[src/rtl/crc32_stream.sv]
// Streaming reflected CRC-32 over a framed byte stream with per-byte enables.
// Produces the finalised CRC and a residue check per frame over a valid/ready result port.
//
// state | meaning
// IDLE  | no bytes of the current frame consumed yet; CRC seed is INIT
// RUN   | at least one non-last beat accepted; CRC seed is the stored register
module crc32_stream #(
  parameter int unsigned DATA_W  = 32,
  parameter logic [31:0] POLY    = 32'hEDB88320,
  parameter logic [31:0] INIT    = 32'hFFFFFFFF,
  parameter logic [31:0] XOR_OUT = 32'hFFFFFFFF,
  parameter logic [31:0] RESIDUE = 32'hDEBB20E3
) (
  input  logic                  clk_i,
  input  logic                  rst_ni,
  input  logic                  s_valid_i,
  output logic                  s_ready_o,
  input  logic [DATA_W-1:0]     s_data_i,
  input  logic [DATA_W/8-1:0]   s_keep_i,
  input  logic                  s_last_i,
  output logic                  m_valid_o,
  input  logic                  m_ready_i,
  output logic [31:0]           m_crc_o,
  output logic                  m_ok_o
);

  localparam int unsigned KEEP_W = DATA_W / 8;

  typedef enum logic {
    IDLE = 1'b0,
    RUN  = 1'b1
  } state_t;

  state_t      state_q, state_d;
  logic [31:0] crc_q, crc_d;
  logic [31:0] crc_seed, crc_next;
  logic        m_valid_q, m_valid_d;
  logic [31:0] m_crc_q, m_crc_d;
  logic        m_ok_q, m_ok_d;
  logic        accept;

  // Byte-serial, LSB-first CRC over the enabled lanes in ascending order.
  function automatic logic [31:0] crc_bytes(input logic [31:0]        seed,
                                            input logic [DATA_W-1:0]  data,
                                            input logic [KEEP_W-1:0]  keep);
    logic [31:0] c;
    c = seed;
    for (int k = 0; k < KEEP_W; k++) begin
      if (keep[k]) begin
        c = c ^ {24'h0, data[8*k +: 8]};
        for (int b = 0; b < 8; b++) begin
          c = c[0] ? ((c >> 1) ^ POLY) : (c >> 1);
        end
      end
    end
    return c;
  endfunction

  assign s_ready_o = !m_valid_q || m_ready_i;
  assign accept    = s_valid_i && s_ready_o;
  assign crc_seed  = (state_q == IDLE) ? INIT : crc_q;
  assign crc_next  = crc_bytes(crc_seed, s_data_i, s_keep_i);

  always_comb begin
    state_d   = state_q;
    crc_d     = crc_q;
    m_valid_d = m_valid_q;
    m_crc_d   = m_crc_q;
    m_ok_d    = m_ok_q;
    if (m_valid_q && m_ready_i) begin
      m_valid_d = 1'b0;
    end
    if (accept) begin
      if (s_last_i) begin
        state_d   = IDLE;
        crc_d     = INIT;
        m_valid_d = 1'b1;
        m_crc_d   = crc_next ^ XOR_OUT;
        m_ok_d    = (crc_next == RESIDUE);
      end else begin
        state_d = RUN;
        crc_d   = crc_next;
      end
    end
  end

  always_ff @(posedge clk_i or negedge rst_ni) begin
    if (!rst_ni) begin
      state_q   <= IDLE;
      crc_q     <= INIT;
      m_valid_q <= 1'b0;
      m_crc_q   <= 32'h0;
      m_ok_q    <= 1'b0;
    end else begin
      state_q   <= state_d;
      crc_q     <= crc_d;
      m_valid_q <= m_valid_d;
      m_crc_q   <= m_crc_d;
      m_ok_q    <= m_ok_d;
    end
  end

  assign m_valid_o = m_valid_q;
  assign m_crc_o   = m_crc_q;
  assign m_ok_o    = m_ok_q;

endmodule

[config.mk]
export PLATFORM = sky130hd
export DESIGN_NAME = crc32_stream
export DESIGN_NICKNAME = d
export VERILOG_FILES = /design/src/rtl/crc32_stream.sv
export SDC_FILE = /design/constraint.sdc
export NUM_CORES = 1
export LEC_CHECK = 0
export BUFFER_PORTS_ARGS = -buffer_cell sky130_fd_sc_hd__buf_2
export CAP_MARGIN = 10
export CORE_AREA = 3 3 141 143
export CTS_CLUSTER_DIAMETER = 100
export DETAILED_ROUTE_END_ITERATION = 8
export DIE_AREA = 0 0 144 146
export PLACE_DENSITY = 0.69
export SYNTH_ARGS = -nofsm -noshare
export SYNTH_HDL_FRONTEND = slang
export SYNTH_SLANG_ARGS = --single-unit
[constraint.sdc]
create_clock -name clk_i -period 17 [get_ports clk_i]
set_clock_uncertainty 0.2 [all_clocks]
set_input_delay 2.55 -clock clk_i [delete_from_list [all_inputs] [get_ports clk_i]]
set_output_delay 2.55 -clock clk_i [all_outputs]
set_load 0.01 [all_outputs]
==> out/metrics.csv <==
stage,metric,value,unit
status,outcome,finished clean,
logic_synthesis,ys_ff_latch,67,
logic_synthesis,ys_types,77,
timing,period_needed,9630,ps
timing,tns,0,ps
logic_synthesis,synthArstFlopShare,1.00,
routing,drt_iter0_drc,827,
logic_synthesis,synthAdderAreaFrac,0,
min_path,min_path_type,flip-flop to flip-flop,
setup_path,critical_path_class,primary input to flip-flop,
clock_network,ctsHoldBuffers,0,
grt,antenna_found_initial,0,
die,fp.dieW,144,um
logic_synthesis,synthFlopType,dfrtp_1,
cells_and_area,area_growth,8.37,%
clock_network,cts_tree,yes,
routing,ant_nets,0,
timing,max_slew_margin,0.264,
die,ioPinCount,76,
logic_synthesis,synthesis.instances,1103,
routing,wl_per_cell,22.4,um
logic_synthesis,synth_edf_count,0,
grt,grt_pass1_wl,45800,um
routing,viasPerCell,6.17,
timing,final.period_utilization,0.566,
cells_and_area,fillers,1705,
setup_path,cp.required,17050,ps
cells_and_area,layout-drive-gt1-share,0.167,
clock_network,clock-sinks,67,
setup_path,crit_chain,buf_2 -> buf_4 -> nand2b_1 -> o211ai_1 -> nor4_1 -> a2111oi_1 -> nand3_1 -> xnor3_1 -> a21oi_1 -> xnor3_2 -> xor3_1 -> a21oi_2 -> xor2_2 -> xnor3_2 -> xnor2_1 -> nor2_1 -> nand3b_1 -> o32a_1 -> or4_1 -> o21ai_1,
clock_network,clockBufferDepth,2,
clock_network,ctsResizeCount,0,
setup_path,slowest_delay,630,ps
die,dieArea,21000,um^2
clock_network,cts.reportedPaths.clkPinSlew,60,ps
setup_path,start_kind,primary input,
placed_design,place_congestion,0.952,
logic_synthesis,ys_seq_area_frac,0.181,
logic_synthesis,synth_xor_area_frac,0.357,
logic_synthesis,synth_nets,1144,
setup_path,path_max_fanout,65,
setup_path,cpMaxStageDelayCell,a2111oi_1,
cells_and_area,final_area,10300,um^2
logic_synthesis,syn_avg_cell_area,8.61,um^2
clock_network,postCtsSetupBuffers,0,
placed_design,placed_cell_area,9910,um^2
routing,num_vias,8425,
cells_and_area,fin_util,0.550,
clock_network,cts.htree.levels,3,
setup_path,worstPathArrival,9680,ps
clock_network,cts_root_buf,clkbuf_16,
routing,drt_wl_total,30600,um
routing,drc,0,
clock_network,cts_buffers,9,
logic_synthesis,ys_warn_count,0,
grt,grt_usage,0.285,
logic_synthesis,synth_mux_area_frac,0.0692,
timing,max_freq,104,MHz
logic_synthesis,syn-cell-area,9490,um^2
logic_synthesis,synth-compound-area-share,0.183,
placed_design,hpwl,23800,um
cells_and_area,antenna_cells,0,
cells_and_area,final_cell_mix,"146 x xnor2_1, 109 x nand2_1, 106 x nor2_1",
cells_and_area,nets,1167,
logic_synthesis,synth_top_family_by_area,XOR/XNOR gates,
cells_and_area,final_common_cell,xnor2_1,
grt,grt_max_degree,68,
timing,tightest_slew,1100,ps
timing,finalSetupViolations,0,
die,initial_utilization,0.508,
die,dieHeight,146,um
grt,grt_overflow_total,0,
die,num_rows,50,
placed_design,io_buffers,75,
setup_path,cp-end-kind,flip-flop,
logic_synthesis,synthSimpleGateAreaFrac,0.171,
timing,report.final.slew_viol_count,0,
flow_run,cap_violations,0,
timing,rsz0062_at_grt,no,
grt,grt_pass1_vias,7684,
clock_network,clk_latency,320,ps
timing,hold_viol_final,0,
routing,dr.pass1.iters,5,
die,core,18700,um^2
setup_path,crit_top_cell,xnor3_2,
==> critical path, delay by kind of cell <==
kind            cells  cell delay [ps]
compound gates      6             2090
xor+xnor            6             2630
buf+inv             2              410
simple gates        6             1970
==> layout make-up <==
cell class | count | area, um^2 | share of cell area
multi-input cells | 949 | 7410 | 0.720
repair buffers | 84 | 447 | 0.0434
inverters | 15 | 56.3 | 0.00547
well taps | 234 | 293 | 0.0285
flip-flops and latches | 67 | 1720 | 0.167
clock buffers | 9 | 225 | 0.0219
clock inverters | 7 | 140 | 0.0136
==> through the flow <==
stage               instances  setup WS, ps  hold slack, ps
global route             1365          6810             293
detailed placement       1348          7180             258
floorplan                1103          8880             271
CTS                      1364          7510             278
finish                   1365          7370             274
global placement         1348          7270             257
==> flip-flops by register name (all words and copies together) (netlist names) <==
signal     count
m_valid_o      1
state_q        1
m_crc_o       32
m_ok_o         1
crc_q         32
==> cell usage after synthesis, drive strengths merged (9+ instances only) <==
cell / n / share of area
and3: 9 / 0.0059
xnor2: 156 / 0.16
clkbuf: 41 / 0.016
o22ai: 15 / 0.0099
xnor3: 47 / 0.11
a21oi: 86 / 0.046
nand2b: 21 / 0.014
nand2: 109 / 0.043
and2: 14 / 0.0092
a211oi: 16 / 0.013
o211ai: 12 / 0.0095
nor2: 106 / 0.042
nor3: 15 / 0.0090
o21ai: 43 / 0.023
inv: 15 / 0.0059
mux2: 19 / 0.023
buf: 31 / 0.016
dfstp: 32 / 0.089
a31oi: 11 / 0.011
mux2i: 43 / 0.047
nand3: 16 / 0.0084
o22a: 15 / 0.014
xor2: 71 / 0.069
dfrtp: 35 / 0.092
==> final timing paths <==
kind / to / from / slack, ps / depth (start not counted)
worst max register to register: m_ok_o$_DFFE_PN0P_ / state_q$_DFFE_PN0P_ / 9270 / 19
worst max-delay path: m_ok_o$_DFFE_PN0P_ / s_keep_i[0] / 7370 / 20
worst min register to register: m_crc_o[0]$_DFFE_PN0P_ / m_crc_o[0]$_DFFE_PN0P_ / 270 / 2
max in group asynchronous: m_crc_o[3]$_DFFE_PN0P_ / rst_ni / 13870 / 2
worst min-delay path: m_crc_o[0]$_DFFE_PN0P_ / m_crc_o[0]$_DFFE_PN0P_ / 270 / 2
min in group asynchronous: m_crc_o[13]$_DFFE_PN0P_ / rst_ni / 2200 / 2
==> per-layer routing <==
layer	GRT usage	share of wire	vias up
li1	-	-	3928
met1	0.410	0.42	4029
met2	0.438	0.45	409
met3	0.0503	0.093	59
met4	0.0843	0.033	0
met5	0	0	-
==> logic make-up (layout without fill, tap and decap cells) <==
family | after synthesis | after routing
AO/OA/AOI/OAI | 261 | 261
XOR/XNOR | 282 | 282
buffers and inverters | 87 | 115
flip-flops | 67 | 67
multiplexers | 62 | 62
AND/OR/NAND/NOR | 344 | 344
Power is not shown: default switching activity piles up to over one toggle a cycle in this logic, so the estimate is an artifact.
